<file path="config.mk">
export PLATFORM = sky130hd
export DESIGN_NAME = fetch_decode
export DESIGN_NICKNAME = d
export VERILOG_FILES = /design/src/rtl/fetch_decode.sv
export SDC_FILE = /design/constraint.sdc
export NUM_CORES = 1
export LEC_CHECK = 0
export ABC_AREA = 1
export CORE_ASPECT_RATIO = 0.7
export CORE_MARGIN = 2
export CORE_UTILIZATION = 55
export DETAILED_ROUTE_END_ITERATION = 8
export DONT_BUFFER_PORTS = 1
export HOLD_SLACK_MARGIN = 0.15
export PLACE_DENSITY = 0.73
export SETUP_SLACK_MARGIN = 0.05
export SLEW_MARGIN = 20
export SYNTH_ARGS = -nofsm -noshare
export SYNTH_HDL_FRONTEND = slang
export SYNTH_SLANG_ARGS = --single-unit
</file>
<file path="constraint.sdc">
create_clock -name clk -period 2.3 [get_ports clk]
set_clock_uncertainty 0.2 [all_clocks]
set_input_delay 0 -clock clk [delete_from_list [all_inputs] [get_ports clk]]
set_output_delay 0 -clock clk [all_outputs]
set_load 0.01 [all_outputs]
</file>
<file path="src/rtl/fetch_decode.sv">
// fetch_decode -- instruction fetch and decode stage in front of the CPU execute block.
//
// Holds the program counter and reads one 32-bit word per instruction from a
// synchronous ROM (data returns one cycle after the read strobe). It splits the
// word into opcode/destination/source_1/source_2 and presents it to the CPU with a
// valid/ready handshake. It also handles CPU redirects, HLT/resume and reserved opcodes.
//
// Optional feature: define FETCH_DECODE_INSTR_COUNT_EN to add a 32-bit count
// of completed handshakes on port instr_count.
//
// Ports:
//   clk              clock, all state changes on posedge
//   rst              asynchronous active-low reset
//   imem_addr        ROM address (always the current pc)
//   imem_rd_en       ROM read strobe
//   imem_rdata       ROM data, valid one cycle after imem_rd_en
//   opcode/destination/source_1/source_2  decoded fields of the presented word
//   is_alu_flag      presented opcode is in 1..19
//   instr_pc         pc of the presented instruction
//   instr_valid      decoded instruction is presented
//   instr_ready      CPU accepts the instruction
//   redirect_valid   CPU requests a pc change (taken J/BEQ)
//   redirect_target  new pc for a redirect
//   resume           leave HALT
//   halted           FSM is in HALT
//   illegal_op       one-cycle pulse after a reserved opcode was fetched
//   instr_count      (optional) number of accepted instructions
module fetch_decode #(
  parameter int                  PC_WIDTH = 9,
  parameter logic [PC_WIDTH-1:0] RESET_PC = '0
) (
  input  logic                clk,
  input  logic                rst,
  output logic [PC_WIDTH-1:0] imem_addr,
  output logic                imem_rd_en,
  input  logic [31:0]         imem_rdata,
  output logic [4:0]          opcode,
  output logic [8:0]          destination,
  output logic [8:0]          source_1,
  output logic [8:0]          source_2,
  output logic                is_alu_flag,
  output logic [PC_WIDTH-1:0] instr_pc,
  output logic                instr_valid,
  input  logic                instr_ready,
  input  logic                redirect_valid,
  input  logic [PC_WIDTH-1:0] redirect_target,
  input  logic                resume,
  output logic                halted,
`ifdef FETCH_DECODE_INSTR_COUNT_EN
  output logic [31:0]         instr_count,
`endif
  output logic                illegal_op
);

  localparam logic [PC_WIDTH-1:0] PC_ONE = PC_WIDTH'(1);
  localparam logic [4:0]          OP_HLT = 5'd25;

  typedef enum logic [1:0] {FETCH, CAPTURE, ISSUE, HALT} state_t;

  state_t              state_reg,    state_next;
  logic [PC_WIDTH-1:0] pc_reg,       pc_next;
  logic [31:0]         word_reg,     word_next;
  logic                alu_reg,      alu_next;
  logic [PC_WIDTH-1:0] instr_pc_reg, instr_pc_next;
  logic                valid_reg,    valid_next;
  logic                illegal_reg,  illegal_next;
`ifdef FETCH_DECODE_INSTR_COUNT_EN
  logic [31:0]         count_reg,    count_next;
`endif

  logic [4:0] rd_opcode;
  assign rd_opcode = imem_rdata[31:27];

  always_ff @(posedge clk or negedge rst) begin
    if (!rst) begin
      state_reg    <= FETCH;
      pc_reg       <= RESET_PC;
      word_reg     <= '0;
      alu_reg      <= 1'b0;
      instr_pc_reg <= '0;
      valid_reg    <= 1'b0;
      illegal_reg  <= 1'b0;
`ifdef FETCH_DECODE_INSTR_COUNT_EN
      count_reg    <= '0;
`endif
    end else begin
      state_reg    <= state_next;
      pc_reg       <= pc_next;
      word_reg     <= word_next;
      alu_reg      <= alu_next;
      instr_pc_reg <= instr_pc_next;
      valid_reg    <= valid_next;
      illegal_reg  <= illegal_next;
`ifdef FETCH_DECODE_INSTR_COUNT_EN
      count_reg    <= count_next;
`endif
    end
  end

  always_comb begin
    state_next    = state_reg;
    pc_next       = pc_reg;
    word_next     = word_reg;
    alu_next      = alu_reg;
    instr_pc_next = instr_pc_reg;
    valid_next    = valid_reg;
    illegal_next  = 1'b0;
`ifdef FETCH_DECODE_INSTR_COUNT_EN
    count_next    = count_reg;
`endif

    case (state_reg)
      FETCH: state_next = CAPTURE;

      CAPTURE: begin
        if (rd_opcode >= 5'd1 && rd_opcode <= 5'd24) begin
          word_next     = imem_rdata;
          alu_next      = (rd_opcode <= 5'd19);
          instr_pc_next = pc_reg;
          valid_next    = 1'b1;
          state_next    = ISSUE;
        end else if (rd_opcode == OP_HLT) begin
          // pc stays on the HLT word; resume steps past it
          state_next = HALT;
        end else begin
          illegal_next = 1'b1;
          pc_next      = pc_reg + PC_ONE;
          state_next   = FETCH;
        end
      end

      ISSUE: begin
        if (valid_reg && instr_ready) begin
          pc_next    = pc_reg + PC_ONE;
          valid_next = 1'b0;
          state_next = FETCH;
`ifdef FETCH_DECODE_INSTR_COUNT_EN
          // Counted even when a redirect lands on the same cycle: the
          // handshake still completes.
          count_next = count_reg + 32'd1;
`endif
        end
      end

      HALT: begin
        if (resume) begin
          pc_next    = pc_reg + PC_ONE;
          state_next = FETCH;
        end
      end

      default: state_next = FETCH;
    endcase

    // Redirect overrides every transition outside HALT. Whatever word was in
    // flight or held is dropped without side effects.
    if (redirect_valid && state_reg != HALT) begin
      pc_next       = redirect_target;
      valid_next    = 1'b0;
      illegal_next  = 1'b0;
      word_next     = word_reg;
      alu_next      = alu_reg;
      instr_pc_next = instr_pc_reg;
      state_next    = FETCH;
    end
  end

  assign imem_addr   = pc_reg;
  // Gated with rst so the strobe stays low while reset is held.
  assign imem_rd_en  = (state_reg == FETCH) && rst;
  assign opcode      = word_reg[31:27];
  assign destination = word_reg[26:18];
  assign source_1    = word_reg[17:9];
  assign source_2    = word_reg[8:0];
  assign is_alu_flag = alu_reg;
  assign instr_pc    = instr_pc_reg;
  assign instr_valid = valid_reg;
  assign halted      = (state_reg == HALT);
  assign illegal_op  = illegal_reg;
`ifdef FETCH_DECODE_INSTR_COUNT_EN
  assign instr_count = count_reg;
`endif

endmodule

</file>
==> metrics, run 1 <==
chip height=61.5 µm; Hold Crit Class=in2reg; number of vias in the routed layout=2320; Worst-path clk slew=90 ps; Worst setup SP type=register; cell count after synthesis=329; Yosys top cell area share=53.0%; global-route wire length before repair=9950 µm; DR DRC count=0; most frequent cell after synthesis=nand2_1; Nets=452; slew at the pin with the worst max-slew slack=542 ps; port bufs=0; final worst setup slack=185 ps; CTS Sinks=55; setup TNS=0 ps; largest net degree at the start of global routing=57; ys flop type=dfrtp_1; Crit path largest cell delay=620 ps; Final Hold Fails=0; Seq cells post-synth=55; worst path required time=2300 ps; endpoint class of the critical path=register; Seq/Total Area, Yosys=53.0%; Initial Utilization=58.6%; DIE AREA=5300 µm²; initial antenna violation count=0; Top delay family on crit path=buffers and inverters; fin crit share=92.0%; dominant cells by area after synthesis=dfrtp_1, nand2_1, ha_1; Rel. slew slack=63.8%; Final Util=77.6%; Clock Latency Late Sink=300 ps; H-tree depth=2; # diodes=0; final worst path period need=2120 ps; Final ANT Viol Nets=0; leakage power=1.78 nW; Area Overhead vs Synth=32.4%; Core Area=4430 µm²; Synth async-reset ratio=100%; Synth Cell Area=2600 µm²; layout cells sized above 1=6.48%; critical-path cell list=ha_2 > nor2_8 > nor2_4 > nand3_4 > dlygate4sd3_1 > nand2_1 > o21ai_1; Synth top cells by count=nand2_1, dfrtp_1, inv_1; Final Max Slew Viols=0; Ports=101; gpl congestion=0.905; Max VDD drop=615 µV; Clock Path Buffers=2; DR vias/cell=5.09; Root Buffer=clkbuf_8; RSZ-0062 raised after global routing=no; worst path arrival time=2110 ps; global route overflow=0; Detailed Routing Iterations Pass 1=4; Power Density=972 nW/µm²; Post-Route WL=6350 µm; Netlist cell types=24; fmax=473 MHz; CTS tree=done; FP Rows=20; HPWL after DPL=3850 µm; Num CTS Buffers=5; DR iter-0 viols=141; number of flip-flops in the largest register=32; Yosys warnings=0; status=finished, final reports clean; Place WS=247 ps; Max Cap Violations=0; final setup fails=0; Buf+Inv Stages, Crit Path=1; worst-path maximum fanout=9; number of global-route vias before repair=2153; Power, Total=3.34 mW; WL/cell=13.9 µm; GRT Overall Usage=24.4%; Die W=86.1 µm; syn_area_per_cell=7.89 µm²; EDFF count, synth=0; crit path kind=reg2reg; most area-hungry cell type in the Yosys netlist=dfrtp_1; crit path max-delay cell type=dlygate4sd3_1; synthesized net count=381
==> power breakdown <==
group	leakage [nW]	switching, mW	internal, mW
combinational	1.05	0.488	0.377
sequential	0.689	0.584	1.38
clock	0.0412	0.303	0.214
total	1.78	1.38	1.97
==> worst register-to-register path, cell delays in order, from the launching register on <==
cell and delay (ps):
dfrtp_1 420, ha_2 320, nor2_8 90, nor2_4 120, nand3_4 120, dlygate4sd3_1 620, nand2_1 70, o21ai_1 60
==> final cells by class <==
| type | instances | area, µm² |
|---|---|---|
| flip-flops and latches | 55 | 1380 |
| fillers | 323 | 991 |
| well taps | 55 | 68.8 |
| clock inverters | 2 | 12.5 |
| repair buffers | 73 | 738 |
| multi-input cells | 242 | 1080 |
| inverters | 23 | 86.3 |
| clock buffers | 6 | 72.6 |
==> placed cells by master, fill, tap and decap left out, drive strengths merged, types with 3 or more instances in the layout <==
master	Yosys	final
ha	6	6
nand3	13	13
clkbuf	0	6
buf	9	5
a21oi	3	3
o21ai	16	16
inv	23	23
nand2	178	178
nor2	18	18
dlygate4sd3	0	68
dfrtp	55	55
==> layer usage <==
metal  GRT usage (%)  part of all wire (%)
met1            31.8                    43
met4            4.99                  0.24
met2            40.8                    48
met3            8.45                   8.5
met5               0                     0
==> path summary, 6_finish.rpt <==
kind | slack [ps] | from | cells past startpoint | endpoint
worst max-delay path | 180 | state_reg[0] | 7 | instr_pc[5]
worst min-delay path | 150 | imem_rdata[13] | 3 | word_reg[13]
worst max register to register | 180 | state_reg[0] | 7 | instr_pc[5]
worst min register to register | 360 | word_reg[10] | 2 | word_reg[10]
max in group asynchronous | 1090 | rst | 3 | word_reg[20]
min in group asynchronous | 570 | rst | 3 | imem_addr[7]
==> kinds of logic (layout without fill, tap and decap cells) <==
group | count (synthesis) | in the layout | synth area share [%]
mux | 1 | 1 | 0.386
simple gates | 212 | 212 | 33.7
compound gates | 23 | 23 | 4.67
buf+inv | 32 | 104 | 5.35
fa+ha+maj | 6 | 6 | 2.89
flops | 55 | 55 | 53.0
==> timing repair <==
item	4_1_cts	5_1_grt
setup buffers	0	1
hold buffers	68	1
setup endpoints to repair	0	1
resized for setup	0	2
hold endpoints to repair	103	1
==> per-stage QoR <==
stage               instance area, µm²  std cells  hold slack (ps)
floorplan                         2600        329             -496
global placement                  2640        378             -495
detailed placement                2640        378             -495
CTS                               3420        454              150
global route                      3440        456              152
finish                            3440        456              152
Note: power is estimated with default switching activity, not from simulation.
==> inputs of run 2 (changes only) <==
- GPL_TIMING_DRIVEN: not set -> 0
==> metrics, run 2 (synthesis results as in run 1) <==
HPWL after DPL=4230 µm (was 3850 µm); Area Overhead vs Synth=30.5% (was 32.4%); layout cells sized above 1=7.27% (was 6.48%); r2r endpoint=imem_addr[1] (was instr_pc[5]); # diodes=0 (unchanged); CTS Sinks=55 (unchanged); DR vias/cell=5.21 (was 5.09); Initial Utilization=58.6% (unchanged); Final ANT Viol Nets=0 (unchanged); worst r2r src=state_reg[0] (unchanged); Max VDD drop=731 µV (was 615 µV); Core Area=4430 µm² (unchanged); number of flip-flops in the largest register=32 (unchanged); final setup fails=0 (unchanged); global-route wire length before repair=10900 µm (was 9950 µm); switch share=41.5% (was 41.2%); slew at the pin with the worst max-slew slack=367 ps (was 542 ps); P_sw=1.39 mW (was 1.38 mW); hold path startpoint=imem_rdata[21] (was imem_rdata[13]); RSZ-0062 raised after global routing=no (unchanged); Rel. slew slack=75.6% (was 63.8%); Post-Route WL=6770 µm (was 6350 µm); WL/cell=14.9 µm (was 13.9 µm); Power Density=991 nW/µm² (was 972 nW/µm²); DR DRC count=0 (unchanged); worst-path maximum fanout=10 (was 9); fin crit share=88.0% (was 92.0%); endpoint class of the critical path=register (unchanged); leakage power=1.78 nW (about the same); Clock Latency Late Sink=300 ps (about the same); Buf+Inv Stages, Crit Path=0 (was 1); global route overflow=0 (unchanged); Crit path largest cell delay=440 ps (was 620 ps); DR iter-0 viols=100 (was 141); flop-to-flop setup slack=270 ps (was 180 ps); gpl congestion=0.846 (was 0.905); Clock Path Buffers=2 (unchanged); H-tree depth=2 (unchanged); most frequent cells in the layout=nand2_1, dlygate4sd3_1, dfrtp_1 (unchanged); Worst Hold Depth=3 (unchanged); status=finished, final reports clean (unchanged); setup TNS=0 ps (unchanged); Max Cap Violations=0 (unchanged); DIE AREA=5300 µm² (unchanged); Worst-path clk slew=100 ps (was 90 ps); port bufs=0 (unchanged); Detailed Routing Iterations Pass 1=4 (unchanged); worst path arrival time=2020 ps (was 2110 ps); crit path kind=reg2reg (unchanged); Final Max Slew Viols=0 (unchanged); Num CTS Buffers=5 (unchanged); commonest non-fill, non-tap cell in the layout=nand2_1 (unchanged); worst path required time=2290 ps (was 2300 ps); GRT Overall Usage=26.8% (was 24.4%); Hold Crit Class=in2reg (unchanged); post-CTS setup buffer count=0 (unchanged); Clock power frac=15.5% (about the same); number of vias in the routed layout=2366 (was 2320); P_int=1.96 mW (was 1.97 mW); fmax=494 MHz (was 473 MHz); share of power burned in registers=58.5% (was 58.7%); critical-path cell list=ha_1 > nor2_8 > nor2_2 > nor2_2 > nand3_2 > nand2_1 > o21ai_1 (was ha_2 > nor2_8 > nor2_4 > nand3_4 > dlygate4sd3_1 > nand2_1 > o21ai_1); Power, Total=3.36 mW (was 3.34 mW); Ports=101 (unchanged); Die W=86.1 µm (unchanged); CTS tree=done (unchanged); final worst path period need=2030 ps (was 2120 ps); chip height=61.5 µm (unchanged); Top delay family on crit path=simple AND/OR/NAND/NOR gates (was buffers and inverters); Final Hold Fails=0 (unchanged); Reg2Reg Depth=7 (unchanged); number of global-route vias before repair=2366 (was 2153); crit path max-delay cell type=dfrtp_1 (was dlygate4sd3_1); FP Rows=20 (unchanged); initial antenna violation count=0 (unchanged); post-CTS resize count=0 (unchanged); Crit path top cell by count=nor2_2; Nets=450 (was 452); Worst setup SP type=register (unchanged); CTS Hold Bufs=61 (was 68); Critical Path Stages=7 (unchanged); largest net degree at the start of global routing=57 (unchanged); Comb power frac=26.0% (was 25.9%); Root Buffer=clkbuf_8 (unchanged); hold worst-path end=word_reg[21] (was word_reg[13])
[run 2: final cells by class]
class | instances | area [µm²]
inverters | 23 | 86.3
clock inverters | 2 | 12.5
fillers | 335 | 1040
multi-input cells | 242 | 1080
well taps | 55 | 68.8
plain buffers | 9 | 52.6
flip-flops and latches | 55 | 1380
repair buffers | 62 | 638
clock buffers | 6 | 72.6
[run 2: how the worst max path moves through the flow]
stage | start | endpoint | slack, ps
6_report | state_reg[0] | imem_addr[1] | 270
5_1_grt | state_reg[0] | imem_addr[1] | 130
4_1_cts | state_reg[0] | imem_addr[1] | 260
3_5_place_dp | state_reg[0] | imem_addr[1] | 280
3_3_place_gp | state_reg[0] | imem_addr[1] | 310
2_1_floorplan | state_reg[0] | imem_addr[1] | 540
[run 2: power groups by stage]
stage / sequential, mW / clock (mW) / combinational [mW]
floorplan: 1.85 / 0 / 0.620
global placement: 1.97 / 0 / 0.711
detailed placement: 1.97 / 0 / 0.759
CTS: 1.96 / 0.531 / 0.870
global route: 2.02 / 0.581 / 1.02
finish: 1.96 / 0.521 / 0.871
[run 2: worst register-to-register path, delay by kind of cell (launching register included)]
| kind | cells | cell delay [ps] |
|---|---|---|
| AND/OR/NAND/NOR | 5 | 870 |
| flip-flops | 1 | 440 |
| adder cells (fa/ha/maj) | 1 | 350 |
| AO/OA/AOI/OAI | 1 | 60 |
[run 2: routing by layer]
layer	vias up	part of all wire (%)	track usage [%]
met5	-	0	0
met4	0	1.5	8.39
met3	12	6.9	7.24
met2	84	48	46.4
met1	1123	43	33.8
li1	1147	-	-
[run 2: through the flow]
step / utilization [%] / setup WS (ps) / hold WS (ps) / cells / area, µm²
6_report: 76.5 / 275 / 159 / 454 / 3390
3_5_place_dp: 60.2 / 285 / -494 / 384 / 2670
2_1_floorplan: - / 544 / -496 / 329 / 2600
4_1_cts: 76.3 / 264 / 151 / 453 / 3380
5_1_grt: 76.5 / 131 / 163 / 454 / 3390
3_3_place_gp: 60.2 / 314 / -494 / 384 / 2670
